## src/rtl/simple_uart_rx.sv

```systemverilog
// rtl/simple_uart_rx.sv - 8N1 serial receiver with valid strobe, pending/ack handshake, framing and overrun flags
module simple_uart_rx #(
  parameter int CLKS_PER_BIT = 2500,
  parameter int HALF_BIT     = CLKS_PER_BIT / 2
) (
  input  logic       clk_24MHz,
  input  logic       rst,
  input  logic       serial,
  input  logic       ack,
  output logic [7:0] data,
  output logic       valid,
  output logic       pending,
  output logic       frame_err,
  output logic       overrun,
  output logic       busy
);

  localparam int CW = (CLKS_PER_BIT > 1) ? $clog2(CLKS_PER_BIT) : 1;
  localparam logic [CW-1:0] BIT_LAST  = CW'(CLKS_PER_BIT - 1);
  localparam logic [CW-1:0] HALF_LAST = CW'(HALF_BIT - 1);

  typedef enum logic [1:0] {
    S_IDLE,
    S_START,
    S_DATA,
    S_STOP
  } state_t;

  state_t        state_q;
  logic [CW-1:0] cnt_q;
  logic [2:0]    idx_q;
  logic [7:0]    shreg_q;
  logic [7:0]    data_q;
  logic          valid_q;
  logic          pending_q;
  logic          frame_err_q;
  logic          overrun_q;
  logic          busy_q;

  logic          sync1_q;
  logic          rx_s_q;
  logic          rx_p_q;

  logic          good_byte;
  logic          pending_d;
  logic          overrun_d;

  // Two-flop synchronizer plus one-cycle history; preset high so reset release never looks like a start edge
  always_ff @(posedge clk_24MHz or posedge rst) begin
    if (rst) begin
      sync1_q <= 1'b1;
      rx_s_q  <= 1'b1;
      rx_p_q  <= 1'b1;
    end else begin
      sync1_q <= serial;
      rx_s_q  <= sync1_q;
      rx_p_q  <= rx_s_q;
    end
  end

  // A good byte completes at mid-stop-bit when the line reads high
  assign good_byte = (state_q == S_STOP) && (cnt_q == BIT_LAST) && rx_s_q;

  // Handshake next state: a new byte wins over a simultaneous ack, and only an unacked collision is an overrun
  always_comb begin
    pending_d = pending_q;
    overrun_d = overrun_q;
    if (good_byte) begin
      pending_d = 1'b1;
      if (pending_q && !ack) begin
        overrun_d = 1'b1;
      end else if (ack) begin
        overrun_d = 1'b0;
      end
    end else if (ack) begin
      pending_d = 1'b0;
      overrun_d = 1'b0;
    end
  end

  // Frame FSM with registered outputs; STOP exits at mid-bit so a following start edge is never missed
  always_ff @(posedge clk_24MHz or posedge rst) begin
    if (rst) begin
      state_q     <= S_IDLE;
      cnt_q       <= '0;
      idx_q       <= '0;
      shreg_q     <= '0;
      data_q      <= '0;
      valid_q     <= 1'b0;
      pending_q   <= 1'b0;
      frame_err_q <= 1'b0;
      overrun_q   <= 1'b0;
      busy_q      <= 1'b0;
    end else begin
      valid_q     <= 1'b0;
      frame_err_q <= 1'b0;
      pending_q   <= pending_d;
      overrun_q   <= overrun_d;
      case (state_q)
        S_IDLE: begin
          if (rx_p_q && !rx_s_q) begin
            state_q <= S_START;
            cnt_q   <= '0;
            busy_q  <= 1'b1;
          end
        end
        S_START: begin
          if (cnt_q == HALF_LAST) begin
            cnt_q <= '0;
            if (!rx_s_q) begin
              state_q <= S_DATA;
              idx_q   <= '0;
            end else begin
              state_q <= S_IDLE;
              busy_q  <= 1'b0;
            end
          end else begin
            cnt_q <= cnt_q + CW'(1);
          end
        end
        S_DATA: begin
          if (cnt_q == BIT_LAST) begin
            shreg_q <= {rx_s_q, shreg_q[7:1]};
            cnt_q   <= '0;
            if (idx_q == 3'd7) begin
              state_q <= S_STOP;
            end else begin
              idx_q <= idx_q + 3'd1;
            end
          end else begin
            cnt_q <= cnt_q + CW'(1);
          end
        end
        S_STOP: begin
          if (cnt_q == BIT_LAST) begin
            state_q <= S_IDLE;
            busy_q  <= 1'b0;
            cnt_q   <= '0;
            if (rx_s_q) begin
              data_q  <= shreg_q;
              valid_q <= 1'b1;
            end else begin
              frame_err_q <= 1'b1;
            end
          end else begin
            cnt_q <= cnt_q + CW'(1);
          end
        end
        default: begin
          state_q <= S_IDLE;
          busy_q  <= 1'b0;
        end
      endcase
    end
  end

  assign data      = data_q;
  assign valid     = valid_q;
  assign pending   = pending_q;
  assign frame_err = frame_err_q;
  assign overrun   = overrun_q;
  assign busy      = busy_q;

endmodule

```

## config.mk

```make
export PLATFORM = sky130hd
export DESIGN_NAME = simple_uart_rx
export DESIGN_NICKNAME = d
export VERILOG_FILES = /design/src/rtl/simple_uart_rx.sv
export SDC_FILE = /design/constraint.sdc
export NUM_CORES = 1
export LEC_CHECK = 0
export CELL_PAD_IN_SITES_DETAIL_PLACEMENT = 1
export CELL_PAD_IN_SITES_GLOBAL_PLACEMENT = 2
export CORE_ASPECT_RATIO = 1.5
export CORE_UTILIZATION = 43
export CTS_BUF_LIST = sky130_fd_sc_hd__clkbuf_8
export DETAILED_ROUTE_END_ITERATION = 6
export PLACE_DENSITY = 0.94
export REMOVE_ABC_BUFFERS = 1
export SLEW_MARGIN = 20
export SYNTH_ARGS = -nofsm -noshare
export SYNTH_HDL_FRONTEND = slang
export SYNTH_SLANG_ARGS = --single-unit
```

## constraint.sdc

```tcl
create_clock -name clk_24MHz -period 5.4 [get_ports clk_24MHz]
set_input_delay 1.08 -clock clk_24MHz [delete_from_list [all_inputs] [get_ports clk_24MHz]]
set_output_delay 1.08 -clock clk_24MHz [all_outputs]
set_load 0.05 [all_outputs]
```

After elaboration in Yosys (flattened, before gate mapping) --
Cells that the tools add are included.
Word-level totals: bits in registers 41, output and inout port bits 13, word-level logic and storage cells 77
Cells by class: $add $sub $neg 2, equal/unequal tests 14, mux-type cells 32, reductions and logical operators 16
Operators by type and width (number):
- 2-to-1 mux 12 bit | 3
- case mux 12 bit (3 select lines) | 1
- 2-to-1 mux 1 bit | 15
- AND reduction 5 bit | 3
- inequality test 2 bit, second input constant | 7
- adder 12 x 1 -> 12 bit, second input constant | 1
- == test 12 x 11 -> 1 bit, second input constant | 1
- == test 12 bit, second input constant | 1
- 2-to-1 mux 2 bit | 6
- 2-to-1 mux 3 bit | 4
- case mux 2 bit (4 select lines) | 1
- case mux 3 bit (2 select lines) | 1
- == test 2 bit, second input constant | 2
- logical AND 1 bit | 4
- nonzero test 2 bit | 2
- adder 3 x 1 -> 3 bit, second input constant | 1
- == test 3 bit, second input constant | 1
- case mux 1 bit (3 select lines) | 1
- AND reduction 3 bit | 1
- nonzero test 3 bit | 1
- == test 2 x 1 -> 1 bit, second input constant | 1
- logical NOT 1 bit | 2
- logical NOT 2 bit | 1
- inequality test 2 x 1 -> 1 bit, second input constant | 1
- other kinds (2) | 2

Logic depth before layout (Yosys ltp) --
Gate-level depths: netlist of the first run.
depth after elaboration 4, mapped depth 9, gate-level depth less buffers 7

Worst setup path after synthesis of the first run --
OpenSTA, ideal clock, no wires.
path kind reg2reg, start point register cnt_q[0], end point register data_q[0], in the netlist data[0], setup time 0.125 ns, arrival time 1.754 ns, path slack 3.521 ns, cell stages (with the launch flop) 6, period minus slack after synthesis 1.879 ns, cell sequence dfrtp_1 ha_1 and4bb_2 nand3_1 nor3_4 mux2_2
Between the ends: cells in the longest elaborated chain, start to end 2
RTL lines:
- start: declaration | RTL line 30 | logic [CW-1:0] cnt_q;
- start signal: assignment | RTL line 118 | cnt_q <= cnt_q + CW'(1);
- start signal: assignment | RTL line 131 | cnt_q <= cnt_q + CW'(1);
- start signal: assignment | RTL line 146 | cnt_q <= cnt_q + CW'(1);
- == test 12 bit | RTL line 135 | if (cnt_q == BIT_LAST) begin
- AND reduction 3 bit (no line)
- end signal: assignment | RTL line 140 | data_q <= shreg_q;
- end: declaration | RTL line 33 | logic [7:0] data_q;
No other way between the ends. A chain may end at the register's enable or synchronous reset.

Worst setup path after layout of the first run --
start point register pending_q, in the netlist pending, end point output pending
RTL lines:
- start: declaration | RTL line 35 | logic pending_q;
- start signal: assignment | RTL line 97 | pending_q <= pending_d;
- end: declaration | RTL line 12 | output logic pending,
No word-level cell between the ends.

==> results of run 1 <==
## placed cells by master (no fill, tap or decap), types with 4 or more instances in the layout
master / instances
nand2_1: 14
a31oi_1: 5
nor2_1: 11
a21oi_1: 10
nand4_1: 4
inv_1: 9
mux2_2: 17
clkdlybuf4s50_1: 16
o21ai_0: 6
nand3_1: 6
dfrtp_1: 38
ha_1: 4
clkbuf_8: 5
## kinds of logic (layout without fill, tap and decap cells)
logic type / Yosys count / count (layout) / share of synthesized area, %
AO/OA/AOI/OAI: 30 / 30 / 9.869
XOR/XNOR: 1 / 1 / 0.4606
adder cells (fa/ha/maj): 4 / 4 / 2.632
buffers and inverters: 14 / 33 / 3.816
flip-flops: 41 / 41 / 54.14
multiplexers: 20 / 20 / 11.64
AND/OR/NAND/NOR: 57 / 57 / 17.43
## metal layers
metal	up-vias	global-route usage, %	share of wire, %
met5	-	0	0
met1	685	22.04	38
met2	22	37.01	56
li1	632	-	-
met3	8	6.202	3.7
met4	0	7.095	2.0
## worst register-to-register path: cells and delay by family, from the launching register on
kind / cells / cell delay [ns]
compound gates: 3 / 0.82
simple gates: 2 / 0.65
flops: 1 / 0.42
fa+ha+maj: 1 / 0.19
buf+inv: 1 / 0.10
## registers in the layout, indices dropped and copies added, names as in the netlist, named ones only
signal and count:
valid 1, sync1_q 1, frame_err 1, data 8, shreg_q 8, busy 1
pending 1, state_q 1, rx_s_q 1, overrun 1, rx_p_q 1, cnt_q 12
idx_q 3
## final cells by class
type / count / area [um2] / share of cell area [%]
multi-input combinational: 112 / 799.5 / 36.81
clock inverter: 3 / 18.77 / 0.8641
clock buffer: 5 / 68.82 / 3.168
tap: 46 / 57.56 / 2.650
inverter: 8 / 30.03 / 1.382
timing repair buffer: 17 / 167.7 / 7.719
sequential: 41 / 1030 / 47.41
## power breakdown
part           leakage, nW  total (mW)  switching (mW)  internal, mW
clock               0.0416       0.201           0.112        0.0892
combinational        0.432       0.102          0.0534        0.0490
sequential           0.542       0.387          0.0517         0.336
total                 1.02       0.691           0.217         0.474
## how the worst min path moves through the flow
| stage | end | slack, ns | cells after the start |
|---|---|---|---|
| 2_1_floorplan | rx_s_q$_DFF_PP1_ | 0.35 | 0 |
| 3_3_place_gp | rx_s_q$_DFF_PP1_ | 0.35 | 0 |
| 3_5_place_dp | rx_s_q$_DFF_PP1_ | 0.35 | 0 |
| 4_1_cts | rx_s_q$_DFF_PP1_ | 0.36 | 0 |
| 5_1_grt | rx_s_q$_DFF_PP1_ | 0.38 | 0 |
| 6_report | rx_s_q$_DFF_PP1_ | 0.36 | 0 |
==> impl_metrics.env, run 1 <==
export IMPL_worst_pin_slew_ns=0.6550
export IMPL_via_per_inst=5.806
export IMPL_leakagePower_nw=1.016
export IMPL_cts_buffers=5
export IMPL_final_antenna_net_count=0
export IMPL_cts_root_buf="clkbuf_8"
export IMPL_status="finished clean"
export IMPL_dp_worst_setup_slack_ns=3.125
export IMPL_instances_no_fill=232
export IMPL_fin_area_mm2=0.002172
export IMPL_grt_max_degree=42
export IMPL_synth_avg_cell_area_um2=11.39
export IMPL_cts_sinks=41
export IMPL_ys_top_cells_by_area="dfrtp_1, mux2_2, dfstp_2"
export IMPL_dominantRegCellSynth="dfrtp_1"
export IMPL_ys_ff_latch=41
export IMPL_area_delta_synth_final_pct=14.21
export IMPL_hp_class="reg -> reg"
export IMPL_rows=29
export IMPL_synthArstFlopShare_pct=100.0
export IMPL_htreeDepth=2
export IMPL_tns_ns=0
export IMPL_max_slew_margin_pct=56.00
export IMPL_port_buffers=16
export IMPL_synth_cell_types=36
export IMPL_die_x_um=56.30
export IMPL_gp_congestion=0.7731
export IMPL_drive_gt1_share_pct=17.20
export IMPL_initial_core_util_pct=44.80
export IMPL_clk_latency_ns=0.30
export IMPL_diodes=0
export IMPL_finalPower_mw=0.6906
export IMPL_rr_worst_depth=7
export IMPL_setup_slack_ns=2.831
export IMPL_coreArea_mm2=0.004245
export IMPL_ir_drop_v=0.0002503
export IMPL_hold_slack_ns=0.3581
export IMPL_setup_viol=0
export IMPL_startpoint_type="flop"
export IMPL_synth_top_cells_by_count="dfrtp_1, mux2_2, nand2_1"
export IMPL_rr_endpoint="cnt_q[7]$_DFFE_PP0N_"
export IMPL_endpoint_kind="output pin"
export IMPL_path_delay_family="buffers and inverters"
export IMPL_crit_arrival_ns=1.49
export IMPL_first_global_vias=1508
export IMPL_worst_path_stages=1
export IMPL_seq_area_frac_synth_pct=54.14
export IMPL_cts_tree="done"
export IMPL_clk_pin_slew_worst_paths_ns=0.08
export IMPL_synth_top_cell_area_share_pct=50.00
export IMPL_dp_hpwl_um=3029
export IMPL_finClkSkew_ns=0.004479
export IMPL_grt_overflow=0
export IMPL_slowest_delay_ns=0.81
export IMPL_critPathBufInv=1
export IMPL_final_core_util_pct=51.16
export IMPL_worstHoldStart="sync1_q$_DFF_PP1_"
export IMPL_synthCells=167
export IMPL_min_period_ns=2.569
export IMPL_yosys_warnings=0
export IMPL_cts_resized=0
export IMPL_antenna_found_initial=0
export IMPL_path_class="reg -> out"
export IMPL_chipHeight_um=83.45
export IMPL_slew_violations=0
export IMPL_maxCapViolations=0
export IMPL_die_area_mm2=0.004698
export IMPL_nets=193
export IMPL_num_fill_cells=466
export IMPL_io_pins=17
export IMPL_startpoint="pending$_DFFE_PP0P_"
export IMPL_critPathMaxFanout=3
export IMPL_hold_viol_final=0
export IMPL_path_cells="clkdlybuf4s50_1"
export IMPL_yosysTopAreaCell="dfrtp_1"
export IMPL_dr_pass1_iters=4
export IMPL_placed_area_mm2=0.002085
export IMPL_cp_slowest_cell="clkdlybuf4s50_1"
export IMPL_r2r_setup_slack_ns=3.09
export IMPL_wl_per_cell_um=18.30
export IMPL_drtIter0Drc=34
export IMPL_synth_most_common_cell="dfrtp_1"
export IMPL_grt_pass1_wl_um=7272
export IMPL_grt_use_total_pct=20.42
export IMPL_rsz0062_at_grt="false"
export IMPL_numPlacedInstances=224
export IMPL_critPathCapture="pending"
export IMPL_cts_hold_buf=0
export IMPL_synth_area_mm2=0.001902
export IMPL_period_share_pct=47.57
export IMPL_worstPathRequired_ns=4.32
export IMPL_max_clock_freq_ghz=0.3893
export IMPL_postCtsSetupBuffers=0
export IMPL_p_per_area_mw_per_mm2=317.9
export IMPL_wl_um=4245
export IMPL_cts_buffer_depth=2
export IMPL_vias=1347
export IMPL_synth_edf_count=0
export IMPL_drc=0
export IMPL_worstReg2RegStart="cnt_q[1]$_DFFE_PP0N_"
Note: power is estimated with default switching activity, not from simulation.
==> inputs of run 2 (changes only) <==
--- a/config.mk
+++ b/config.mk
@@ -8,10 +8,10 @@
 export CELL_PAD_IN_SITES_DETAIL_PLACEMENT = 1
 export CELL_PAD_IN_SITES_GLOBAL_PLACEMENT = 2
 export CORE_ASPECT_RATIO = 1.5
-export CORE_UTILIZATION = 43
+export CORE_UTILIZATION = 36
 export CTS_BUF_LIST = sky130_fd_sc_hd__clkbuf_8
 export DETAILED_ROUTE_END_ITERATION = 6
-export PLACE_DENSITY = 0.94
+export PLACE_DENSITY = 0.85
 export REMOVE_ABC_BUFFERS = 1
 export SLEW_MARGIN = 20
 export SYNTH_ARGS = -nofsm -noshare
==> constraint.sdc (replaced) <==
create_clock -name clk_24MHz -period 2.1 [get_ports clk_24MHz]
set_input_delay 0.42 -clock clk_24MHz [delete_from_list [all_inputs] [get_ports clk_24MHz]]
set_output_delay 0.42 -clock clk_24MHz [all_outputs]
set_load 0.05 [all_outputs]
==> run 2 against run 1 <==
Flip-flop and latch count unchanged. Global-route usage shrank 2.2 points. Critical path type is now reg -> reg. Clock power increased to 3.3 times the previous value. Worst hold slack improved by 0.0036 ns. Largest cell class unchanged. Sequential power grew 140%. Non-clock buffer count rose by 11. Core utilization is 5.2 points lower.
==> impl_metrics.env, run 2 (same netlist as run 1, synthesis figures left out) <==
export IMPL_hold_viol_final=0
export IMPL_drtIter0Drc=8
export IMPL_fin_area_mm2=0.002356
export IMPL_seq_power_share_pct=47.5
export IMPL_cp_slowest_cell="nor4_4"
export IMPL_instances_no_fill=265
export IMPL_p_sw_share_pct=28.22
export IMPL_hp_class="reg -> reg"
export IMPL_final_cell_mix="dfrtp_1, mux2_2, clkdlybuf4s50_1"
export IMPL_p_clk_share_pct=33.2
export IMPL_initial_core_util_pct=37.11
export IMPL_rows=32
export IMPL_regArea_mm2=0.001030
export IMPL_crit_arrival_ns=2.19
export IMPL_grt_overflow=0
export IMPL_antenna_found_initial=0
export IMPL_dp_hpwl_um=3223
export IMPL_path_class="reg -> reg"
export IMPL_pwr_share_comb_pct=19.3
export IMPL_dr_pass1_iters=4
export IMPL_period_share_pct=95.35
export IMPL_io_pins=17
export IMPL_whs_endpoint="rx_s_q$_DFF_PP1_"
export IMPL_nets=204
export IMPL_finClkSkew_ns=0.007710
export IMPL_power_switching_mw=0.5608
export IMPL_startpoint_type="flop"
export IMPL_critPathMaxFanout=8
export IMPL_coreArea_mm2=0.005125
export IMPL_largest_register_ffs=12
export IMPL_worst_pin_slew_ns=0.5274
export IMPL_path_cells="nor4_4 > and4_1 > and2_1 > buf_12 > mux2_2"
export IMPL_setup_viol=0
export IMPL_grt_use_met3_pct=3.561
export IMPL_worstPathRequired_ns=2.29
export IMPL_tns_ns=0
export IMPL_gp_congestion=0.8088
export IMPL_final_antenna_net_count=0
export IMPL_drive_gt1_share_pct=23.35
export IMPL_placed_area_mm2=0.002220
export IMPL_postCtsSetupBuffers=0
export IMPL_wl_um=4377
export IMPL_cts_buffer_depth=2
export IMPL_clk_pin_slew_worst_paths_ns=0.08
export IMPL_cts_sinks=41
export IMPL_met1_usage_pct=18.83
export IMPL_ir_drop_v=0.0004254
export IMPL_num_fill_cells=589
export IMPL_chipHeight_um=91.02
export IMPL_area_delta_synth_final_pct=23.88
export IMPL_slew_violations=0
export IMPL_holdPathStages=0
export IMPL_diodes=0
export IMPL_cts_root_buf="clkbuf_8"
export IMPL_largest_register="cnt_q"
export IMPL_max_clock_freq_ghz=0.4994
export IMPL_leakagePower_nw=1.097
export IMPL_htreeDepth=2
export IMPL_cts_resized=0
export IMPL_port_buffers=16
export IMPL_cts_tree="done"
export IMPL_grt_use_total_pct=18.18
export IMPL_path_delay_family="simple AND/OR/NAND/NOR gates"
export IMPL_grt_max_degree=42
export IMPL_grt_use_met2_pct=32.25
export IMPL_busiest_layer="met2"
export IMPL_cts_buffers=5
export IMPL_worstHoldStart="sync1_q$_DFF_PP1_"
export IMPL_wl_per_cell_um=16.52
export IMPL_cts_hold_buf=0
export IMPL_slowest_delay_ns=0.46
export IMPL_max_slew_margin_pct=64.73
export IMPL_die_x_um=61.35
export IMPL_layout_commonest_cell="dfrtp_1"
export IMPL_maxCapViolations=0
export IMPL_via_per_inst=5.215
export IMPL_die_area_mm2=0.005584
export IMPL_clk_latency_ns=0.30
export IMPL_numPlacedInstances=257
export IMPL_worstReg2RegStart="cnt_q[2]$_DFFE_PP0N_"
export IMPL_endpoint_kind="flop"
export IMPL_status="finished clean"
export IMPL_drc=0
export IMPL_multi_input_area_um2=819.5
export IMPL_rr_endpoint="shreg_q[5]$_DFFE_PP0P_"
export IMPL_p_per_area_mw_per_mm2=843.5
export IMPL_intPower_mw=1.426
export IMPL_rsz0062_at_grt="false"
export IMPL_grt_pass1_wl_um=7362
export IMPL_first_global_vias=1538
export IMPL_r2r_setup_slack_ns=0.1
export IMPL_critPathBufInv=1
export IMPL_rr_worst_depth=5
export IMPL_min_period_ns=2.002
export IMPL_vias=1382
[run 2: changes by cell type in the layout (fill, tap and decap cells not counted), sizes merged]
cell and delta:
buf +11, clkinvlp -2, bufinv +1, clkbuf +1
[run 2: per-stage QoR]
step           util (%)  hold slack, ns  power (mW)  setup slack, ns
5_1_grt           45.97          0.3712       2.083          0.01793
3_5_place_dp      43.31          0.3507       1.347          0.03355
6_report          45.97          0.3617       1.987          0.09756
2_1_floorplan         -          0.3452       1.174           0.2223
3_3_place_gp      43.31          0.3475       1.324           0.1016
4_1_cts           45.58          0.3622       2.015         0.008723
[run 2: cell type report]
type	instances	share of cell area, %
repair buffers	28	11.68
multi-input cells	112	34.78
clock inverters	2	1.434
flip-flops and latches	41	43.71
well taps	68	3.611
clock buffers	6	3.505
inverters	8	1.275
[run 2: worst max-delay path by stage]
stage          depth (start not counted)                  from                     end  slack (ns)
5_1_grt                                5  cnt_q[2]$_DFFE_PP0N_  shreg_q[4]$_DFFE_PP0P_        0.02
6_report                               5  cnt_q[2]$_DFFE_PP0N_  shreg_q[5]$_DFFE_PP0P_         0.1
2_1_floorplan                          5  cnt_q[0]$_DFFE_PP0N_     data[0]$_DFFE_PP0P_        0.22
3_3_place_gp                           8  cnt_q[1]$_DFFE_PP0N_    cnt_q[7]$_DFFE_PP0N_        0.10
4_1_cts                                8  cnt_q[1]$_DFFE_PP0N_    cnt_q[7]$_DFFE_PP0N_       0.009
3_5_place_dp                           8  cnt_q[1]$_DFFE_PP0N_    cnt_q[7]$_DFFE_PP0N_        0.03
[run 2: per-layer routing]
| metal | up-vias | wire [um] |
|---|---|---|
| met4 | 0 | 116 |
| met2 | 23 | 2460 |
| li1 | 653 | - |
| met1 | 696 | 1652 |
| met5 | - | 0 |
| met3 | 10 | 148 |
[run 2: power by group through the flow]
stage / logic [mW] / clock network, mW / registers [mW]
after global placement: 0.372 / 0 / 0.951
after detailed placement: 0.386 / 0 / 0.961
final: 0.383 / 0.660 / 0.945
after global routing: 0.426 / 0.700 / 0.957
after floorplan: 0.191 / 0 / 0.982
after CTS: 0.387 / 0.684 / 0.945
